## src/rtl/reg_arb_pkg.sv

```systemverilog
// Register-interface request/response types and arbiter state encoding
// shared by the reg_rr_arbiter slice.
package reg_arb_pkg;

    localparam int unsigned AddrWidth = 32;
    localparam int unsigned DataWidth = 32;
    localparam int unsigned StrbWidth = DataWidth / 8;

    typedef struct packed {
        logic [AddrWidth-1:0] addr;
        logic                 write;
        logic [DataWidth-1:0] wdata;
        logic [StrbWidth-1:0] wstrb;
        logic                 valid;
    } reg_req_t;

    typedef struct packed {
        logic [DataWidth-1:0] rdata;
        logic                 error;
        logic                 ready;
    } reg_rsp_t;

    typedef enum logic [1:0] {
        Idle = 2'b00,
        Busy = 2'b01,
        Resp = 2'b10
    } state_t;

endpackage

```

## src/rtl/reg_rr_pick.sv

```systemverilog
// Round-robin winner selection: first valid index at or after ptr_i, modulo NumReq.
// The valid vector is rotated down by the pointer, then the lowest set bit is located.
module reg_rr_pick
    import reg_arb_pkg::*;
#(
    parameter int unsigned NumReq   = 2,
    parameter int unsigned IdxWidth = 1
) (
    input  logic [NumReq-1:0]   valid_i,
    input  logic [IdxWidth-1:0] ptr_i,
    output logic [IdxWidth-1:0] idx_o,
    output logic                any_o
);

    localparam int unsigned SumWidth = IdxWidth + 1;
    localparam logic [SumWidth-1:0] NumReqW = SumWidth'(NumReq);

    logic [NumReq-1:0]   rot;
    logic [SumWidth-1:0] ofs;
    logic [SumWidth-1:0] sum;

    always_comb begin
        rot = NumReq'({valid_i, valid_i} >> ptr_i);
        ofs = '0;
        // Descending scan so the lowest set bit of the rotated vector wins.
        for (int unsigned i = NumReq; i > 0; i--) begin
            if (rot[i-1]) begin
                ofs = SumWidth'(i - 1);
            end
        end
        sum = {1'b0, ptr_i} + ofs;
        if (sum >= NumReqW) begin
            sum = sum - NumReqW;
        end
        idx_o = sum[IdxWidth-1:0];
        any_o = |valid_i;
    end

endmodule

```

## src/rtl/reg_rr_arbiter.sv

```systemverilog
// Round-robin arbiter sharing one register-interface target between NumReq requesters.
// Grant is locked per transaction; the response is registered back to the winner.
module reg_rr_arbiter
    import reg_arb_pkg::*;
#(
    parameter int unsigned NumReq        = 2,
    parameter type         req_t         = reg_req_t,
    parameter type         rsp_t         = reg_rsp_t,
    parameter bit          ProtocolCheck = 1'b1,
    localparam int unsigned IdxWidth     = (NumReq > 1) ? $clog2(NumReq) : 1
) (
    input  logic                clk_i,
    input  logic                rst_i,
    input  req_t                src_req_i [NumReq],
    output rsp_t                src_rsp_o [NumReq],
    output req_t                dst_req_o,
    input  rsp_t                dst_rsp_i,
    output logic [IdxWidth-1:0] gnt_idx_o,
    output logic                busy_o
);

    state_t              state_q;
    logic [IdxWidth-1:0] gnt_q;
    logic [IdxWidth-1:0] ptr_q;
    rsp_t                rsp_q;

    logic [NumReq-1:0]   valid_vec;
    logic [IdxWidth-1:0] pick_idx;
    logic                pick_any;

    always_comb begin
        valid_vec = '0;
        for (int unsigned i = 0; i < NumReq; i++) begin
            valid_vec[i] = src_req_i[i].valid;
        end
    end

    reg_rr_pick #(
        .NumReq   (NumReq),
        .IdxWidth (IdxWidth)
    ) u_pick (
        .valid_i (valid_vec),
        .ptr_i   (ptr_q),
        .idx_o   (pick_idx),
        .any_o   (pick_any)
    );

    always_ff @(posedge clk_i or posedge rst_i) begin
        if (rst_i) begin
            state_q <= Idle;
            gnt_q   <= '0;
            ptr_q   <= '0;
            rsp_q   <= '0;
        end else begin
            case (state_q)
                Idle: begin
                    if (pick_any) begin
                        gnt_q   <= pick_idx;
                        state_q <= Busy;
                    end
                end
                Busy: begin
                    if (dst_rsp_i.ready) begin
                        rsp_q   <= dst_rsp_i;
                        state_q <= Resp;
                    end
                end
                Resp: begin
                    ptr_q   <= (gnt_q == IdxWidth'(NumReq - 1)) ? '0 : gnt_q + 1'b1;
                    state_q <= Idle;
                end
                default: state_q <= Idle;
            endcase
        end
    end

    // Outputs decode only registered state, so reset clears dst valid asynchronously.
    always_comb begin
        dst_req_o = '0;
        if (state_q == Busy) begin
            dst_req_o       = src_req_i[gnt_q];
            dst_req_o.valid = 1'b1;
        end
    end

    always_comb begin
        for (int unsigned i = 0; i < NumReq; i++) begin
            src_rsp_o[i]       = rsp_q;
            src_rsp_o[i].ready = (state_q == Resp) && (gnt_q == IdxWidth'(i));
        end
    end

    assign gnt_idx_o = gnt_q;
    assign busy_o    = (state_q == Busy) || (state_q == Resp);

    always_ff @(posedge clk_i) begin
        if (ProtocolCheck && !rst_i && (state_q == Busy)) begin
            assert (src_req_i[gnt_q].valid)
                else $error("reg_rr_arbiter: requester %0d dropped valid before ready", gnt_q);
        end
    end

endmodule

```

## config.mk

```make
export PLATFORM = sky130hd
export DESIGN_NAME = reg_rr_arbiter
export DESIGN_NICKNAME = d
export VERILOG_FILES = /design/src/rtl/reg_arb_pkg.sv /design/src/rtl/reg_rr_pick.sv /design/src/rtl/reg_rr_arbiter.sv
export SDC_FILE = /design/constraint.sdc
export NUM_CORES = 1
export LEC_CHECK = 0
export ABC_AREA = 1
export CORE_AREA = 2 2 122 124
export DETAILED_ROUTE_END_ITERATION = 6
export DIE_AREA = 0 0 124 126
export PLACE_DENSITY = 0.6
export SLEW_MARGIN = 40
export SYNTH_ARGS = -nofsm -noshare
export SYNTH_HDL_FRONTEND = slang
export SYNTH_HIERARCHICAL = 1
export SYNTH_SLANG_ARGS = --single-unit
export TNS_END_PERCENT = 20
```

## constraint.sdc

```tcl
create_clock -name clk_i -period 1.8 [get_ports clk_i]
set_input_delay 0.18 -clock clk_i [delete_from_list [all_inputs] [get_ports clk_i]]
set_output_delay 0.18 -clock clk_i [all_outputs]
set_load 0.01 [all_outputs]
```

==> flow_metrics.env, run 1 <==
export IMPL_ant_nets=0
export IMPL_finalSetupViolations=3
export IMPL_io_buffers=315
export IMPL_r2r_worst_path_cells=9
export IMPL_vias=3884
export IMPL_avgViaCountPerCell=4.278
export IMPL_core_um2=14310
export IMPL_dp_cells=893
export IMPL_routedWlPerCell_um=15.73
export IMPL_first_pass_iters=4
export IMPL_synth_area_um2=2799
export IMPL_worst_slew_margin_rel_pct=67.32
export IMPL_grt_max_degree=49
export IMPL_timing_critical_path_buf_inv=4
export IMPL_die_w_um=124
export IMPL_overflow=0
export IMPL_grt_setup_unrepaired="true"
export IMPL_p_int_mw=5.349
export IMPL_cts_buffers=5
export IMPL_synthCells=443
export IMPL_post_route_drc_count=0
export IMPL_rr_endpoint="src_rsp_o[32]"
export IMPL_p_per_area_nw_per_um2=1570
export IMPL_clkSlewWorstSetupHoldPaths_ns=0.06
export IMPL_synth_nets=624
export IMPL_cp_top_family="buffers and inverters"
export IMPL_whs_ns=0.3255
export IMPL_die_h_um=126
export IMPL_tritoncts="done"
export IMPL_place_ws_ns=-0.1981
export IMPL_path_max_fanout=14
export IMPL_clk_path_buf_depth=2
export IMPL_min_period_ns=1.818
export IMPL_tightest_slew_ns=0.4903
export IMPL_rows=44
export IMPL_power_switching_mw=4.115
export IMPL_area_growth_pct=115.4
export IMPL_initial_core_util_pct=19.55
export IMPL_dieArea_um2=15620
export IMPL_stdcell_count=908
export IMPL_drt_iter0_markers=102
export IMPL_violations="negative setup slack"
export IMPL_crit_cells=7
export IMPL_r2r_start="state_q[1]"
export IMPL_status="finished with violations"
export IMPL_gp_congestion=0.8732
export IMPL_antenna_found_initial=1
export IMPL_fin_tns_setup_ns=-0.02862
export IMPL_ys_types=13
export IMPL_worstSetupPathType="register to primary output"
export IMPL_nets=903
export IMPL_grt_pass1_vias=3853
export IMPL_max_clock_freq_mhz=550.0
export IMPL_hold_class="input pin to asynchronous set/reset pin"
export IMPL_ys_warn_count=6
export IMPL_p_leak_nw=2.769
export IMPL_arrival_ns=1.64
export IMPL_final_util_pct=42.12
export IMPL_sw_frac_of_total_pct=43.48
export IMPL_power_share_sequential_pct=16.8
export IMPL_power_total_mw=9.464
export IMPL_drive_gt1_share_pct=14.80
export IMPL_yosysSeqAreaShare_pct=33.08
export IMPL_grt_pass1_wl_um=20850
export IMPL_critPathSlowestCell="dfrtp_1"
export IMPL_post_route_period_util_pct=101.0
export IMPL_share_comb_of_total_power_pct=72.2
export IMPL_worstSetupEndpointType="primary output"
export IMPL_start_kind="register"
export IMPL_routed_wirelength_um=14280
export IMPL_hold_viol_final=0
export IMPL_pwr_share_clk_pct=11.0
export IMPL_path_cells="inv_2 -> ha_4 -> buf_4 -> buf_12 -> o21ai_0 -> nor2_1 -> clkdlybuf4s15_2"
export IMPL_final_area_um2=6030
export IMPL_cts_sinks=37
export IMPL_final_max_slew_viol_count=0
export IMPL_setup_ws_ns=-0.01806
export IMPL_drv_cap=0
export IMPL_h_tree_depth=2
export IMPL_grt_total_usage_pct=17.26
export IMPL_hpwl_um=10920
export IMPL_clkLatencyLatePin_ns=0.28
export IMPL_critPathMaxStageDelay_ns=0.38
export IMPL_postPlaceCellArea_um2=5958
export IMPL_cp_data_required_time_ns=1.62
export IMPL_io_pins=316
export IMPL_r2r_slack_ns=0.13
export IMPL_syn_avg_cell_area_um2=6.318
export IMPL_root_buffer="clkbuf_16"
export IMPL_fillCellCount=1481
export IMPL_fin_skew_ns=0.008285
export IMPL_peakVddDrop_mv=0.7734
export IMPL_synth_seq_cells=37
-- sequential cells by signal, indices dropped and copies added (netlist names) --
name / cells
gnt_idx_o: 1
state_q: 2
src_rsp_o: 33
ptr_q: 1
-- synth_stat cells (all sizes together) --
| cell | number | area [µm²] |
|---|---|---|
| o21ai | 69 | 345.3 |
| ha | 5 | 62.56 |
| inv | 8 | 30.03 |
| buf | 58 | 387.9 |
| or2 | 1 | 6.260 |
| dfrtp | 37 | 925.9 |
| nor2 | 142 | 533.0 |
| nand2 | 78 | 292.8 |
| clkbuf | 8 | 30.03 |
| nand3 | 35 | 175.2 |
| a21oi | 2 | 10.01 |
-- worst max path at each step --
| stage | start | slack, ns | endpoint |
|---|---|---|---|
| 5_1_grt | state_q[1] | -0.11 | dst_req_o[36] |
| 3_5_place_dp | state_q[1] | -0.20 | dst_req_o[3] |
| 2_1_floorplan | state_q[1] | 0.40 | dst_req_o[11] |
| 6_report | state_q[1] | -0.02 | dst_req_o[61] |
| 3_3_place_gp | state_q[1] | -0.23 | dst_req_o[3] |
| 4_1_cts | state_q[1] | -0.11 | dst_req_o[3] |
-- layout by cell type (no fill, tap or decap), types with 3 or more instances in the layout --
cell type	count
clkdlybuf4s15_2	17
clkbuf_16	5
inv_2	3
dfrtp_1	36
clkbuf_2	6
buf_12	7
buf_2	46
clkdlybuf4s50_1	242
nand2_1	78
o21ai_1	6
dlygate4sd2_1	3
buf_4	12
ha_1	3
o21ai_0	63
inv_1	5
nand3_1	35
nor2_1	141
-- repair_timing --
| action | CTS | global route |
|---|---|---|
| setup endpoints to repair | 72 | 83 |
| gates resized for setup | 238 | 38 |
| gates cloned | 3 | 0 |
| setup buffers | 4 | 0 |
| pin swaps | 6 | 11 |
| hold buffers | 0 | 0 |
-- tightest hold or removal path: cells and delay by family --
family	cells	cell delay, ns
buffers and inverters	3	0.86
-- area by class of cell --
type / instances / area (µm²) / area share (%)
repair buffers: 338 / 3221 / 53.41
multi-input cells: 332 / 1443 / 23.93
flip-flops and latches: 37 / 927.1 / 15.38
well taps: 184 / 230.2 / 3.818
clock buffers: 6 / 138.9 / 2.303
clock inverters: 2 / 37.54 / 0.6225
inverters: 8 / 30.03 / 0.4980
diodes: 1 / 2.502 / 0.04150
-- routing by layer --
layer,routed length [µm],global-route usage (%)
met4,336,4.560
met5,0,0
met3,1165,4.303
met1,5517,19.33
met2,7260,32.03
-- logic make-up after synthesis --
logic type / after synthesis / share of synthesized area, %
AOI/OAI and AO/OA: 71 / 12.70
DFF: 37 / 33.08
buffers and inverters: 74 / 16.00
and+or+nand+nor: 256 / 35.99
adders and majority gates: 5 / 2.235
-- power by group through the flow --
stage	clock, mW	sequential (mW)	combinational, mW
after global placement	0	1.58	6.97
final	1.04	1.59	6.84
after CTS	1.06	1.60	7.21
after detailed placement	0	1.60	7.03
after global routing	1.09	1.66	7.47
after floorplan	0	1.68	3.22
Power figures use the tool's default switching activity.
==> inputs of run 2 (changes only) <==
--- a/config.mk
+++ b/config.mk
@@ -7,6 +7,7 @@
 export LEC_CHECK = 0
 export ABC_AREA = 1
 export CORE_AREA = 2 2 122 124
+export CTS_CLUSTER_DIAMETER = 40
 export DETAILED_ROUTE_END_ITERATION = 6
 export DIE_AREA = 0 0 124 126
 export PLACE_DENSITY = 0.6
==> results of run 2 <==
The final DEF is identical to that of run 1; final timing and power are the same.
==> inputs of run 3 (changes only) <==
--- a/config.mk
+++ b/config.mk
@@ -6,11 +6,13 @@
 export NUM_CORES = 1
 export LEC_CHECK = 0
 export ABC_AREA = 1
+export ABC_CLOCK_PERIOD_IN_PS = 1800
 export CORE_AREA = 2 2 122 124
 export CTS_CLUSTER_DIAMETER = 40
 export DETAILED_ROUTE_END_ITERATION = 6
 export DIE_AREA = 0 0 124 126
 export PLACE_DENSITY = 0.6
+export SKIP_CTS_REPAIR_TIMING = 1
 export SLEW_MARGIN = 40
 export SYNTH_ARGS = -nofsm -noshare
 export SYNTH_HDL_FRONTEND = slang
==> flow_metrics.env, run 3 (synthesis gave the netlist of run 1 again) <==
export IMPL_r2r_slack_ns=0.13
export IMPL_io_buffers=315
export IMPL_io_pins=316
export IMPL_avgViaCountPerCell=4.268
export IMPL_root_buffer="clkbuf_16"
export IMPL_hpwl_um=10920
export IMPL_largest_reg_flops=33
export IMPL_gr_usage_met3_pct=4.076
export IMPL_p_leak_nw=3.494
export IMPL_rr_endpoint="src_rsp_o[23]"
export IMPL_p_per_area_nw_per_um2=1531
export IMPL_peakVddDrop_mv=0.7799
export IMPL_clk_path_buf_depth=2
export IMPL_core_um2=14310
export IMPL_final_area_um2=6285
export IMPL_hold_class="input pin to asynchronous set/reset pin"
export IMPL_grt_max_degree=57
export IMPL_ant_nets=0
export IMPL_grtUsageMet2_pct=30.93
export IMPL_die_w_um=124
export IMPL_start_kind="register"
export IMPL_drive_gt1_share_pct=7.212
export IMPL_grt_setup_unrepaired="true"
export IMPL_min_period_ns=2.021
export IMPL_worstSetupPathType="register to primary output"
export IMPL_endpoint="dst_req_o[12]"
export IMPL_postPlaceCellArea_um2=5958
export IMPL_nets=901
export IMPL_setup_ws_ns=-0.2206
export IMPL_grt_busiest_layer="met2"
export IMPL_violations="negative setup slack"
export IMPL_r2r_worst_path_cells=8
export IMPL_rows=44
export IMPL_cp_data_required_time_ns=1.62
export IMPL_antenna_found_initial=2
export IMPL_worstSetupEndpointType="primary output"
export IMPL_die_h_um=126
export IMPL_clkLatencyLatePin_ns=0.28
export IMPL_grt_pass1_vias=3779
export IMPL_clkSlewWorstSetupHoldPaths_ns=0.06
export IMPL_layout_commonest_cell="clkdlybuf4s50_1"
export IMPL_dieArea_um2=15620
export IMPL_r2r_start="state_q[1]"
export IMPL_tritoncts="done"
export IMPL_most_common_layout_cells="clkdlybuf4s50_1 (243), nor2_1 (142), nand2_1 (78), o21ai_0 (69), dlymetal6s2s_1 (54)"
export IMPL_fillCellCount=1447
export IMPL_h_tree_depth=2
export IMPL_max_clock_freq_mhz=494.9
export IMPL_drt_iter0_markers=106
export IMPL_hold_viol_final=0
export IMPL_path_max_fanout=14
export IMPL_final_max_slew_viol_count=0
export IMPL_drv_cap=0
export IMPL_grtUsageMet1_pct=18.30
export IMPL_final_util_pct=43.91
export IMPL_fin_tns_setup_ns=-0.3225
export IMPL_grt_total_usage_pct=16.43
export IMPL_worst_slew_margin_rel_pct=67.30
export IMPL_cts_buffers=5
export IMPL_overflow=0
export IMPL_tightest_slew_ns=0.4905
export IMPL_gp_congestion=0.8732
export IMPL_fin_skew_ns=0.008535
export IMPL_status="finished with violations"
export IMPL_first_pass_iters=4
export IMPL_vias=3867
export IMPL_area_growth_pct=124.5
export IMPL_grt_pass1_wl_um=20000
export IMPL_post_route_drc_count=0
export IMPL_routedWlPerCell_um=15.94
export IMPL_arrival_ns=1.84
export IMPL_initial_core_util_pct=19.55
export IMPL_startpoint="state_q[1]"
export IMPL_routed_wirelength_um=14440
export IMPL_post_route_period_util_pct=112.3
export IMPL_finalSetupViolations=6
export IMPL_cts_sinks=37
==> run 3: cell count changes in the layout (fill, tap and decap cells not counted), sizes merged <==
cell,delta
clkdlybuf4s50,+1
clkdlybuf4s15,-17
dlymetal6s2s,+53
buf,-36
dlygate4sd2,-3
==> run 3: per-layer routing <==
layer  up-vias  routed length (µm)
met5         -                   0
met4         0                 272
met3        20                1172
met2       158                7359
met1      1766                5635
li1       1923                   -
==> run 3: worst min path at each step <==
| stage | from | endpoint | slack (ns) | cells past startpoint |
|---|---|---|---|---|
| detailed placement | src_rsp_o[18] | src_rsp_o[18] | 0.49 | 2 |
| CTS | rst_i | src_rsp_o[12] | 0.35 | 3 |
| floorplan | dst_rsp_i[10] | src_rsp_o[10] | 0.31 | 2 |
| global placement | src_rsp_o[15] | src_rsp_o[15] | 0.48 | 2 |
| global route | rst_i | src_rsp_o[6] | 0.38 | 3 |
| finish | rst_i | src_rsp_o[12] | 0.33 | 3 |
==> run 3: layout make-up <==
| type | count | area (µm²) | share of cell area, % |
|---|---|---|---|
| repair buffers | 336 | 3478 | 55.35 |
| inverters | 8 | 30.03 | 0.4778 |
| flip-flops and latches | 37 | 927.1 | 14.75 |
| multi-input cells | 332 | 1440 | 22.91 |
| well taps | 184 | 230.2 | 3.663 |
| clock inverters | 2 | 37.54 | 0.5973 |
| clock buffers | 6 | 138.9 | 2.210 |
| diodes | 1 | 2.502 | 0.03982 |
==> run 3: metrics by stage <==
| step | cells | power (mW) | setup WS (ns) | hold WS, ns |
|---|---|---|---|---|
| global route | 905 | 10.39 | -0.3085 | 0.3808 |
| CTS | 901 | 9.722 | -0.5223 | 0.3471 |
| finish | 906 | 9.620 | -0.2206 | 0.3258 |
| global placement | 893 | 8.552 | -0.2347 | 0.4817 |
| floorplan | 443 | 4.899 | 0.4024 | 0.3127 |
| detailed placement | 893 | 8.628 | -0.1981 | 0.4876 |
==> run 3: where the power goes <==
group / total, mW / internal [mW] / switching, mW
clock network: 1.04 / 0.691 / 0.345
registers: 1.59 / 1.23 / 0.358
logic: 6.99 / 3.62 / 3.38
==> run 3: worst max-delay path, cell delays in order (launching register included) <==
cell and delay, ns:
dfrtp_1 0.38, inv_2 0.07, ha_4 0.22, buf_12 0.16
o21ai_0 0.08, nor2_1 0.09, clkdlybuf4s50_1 0.54
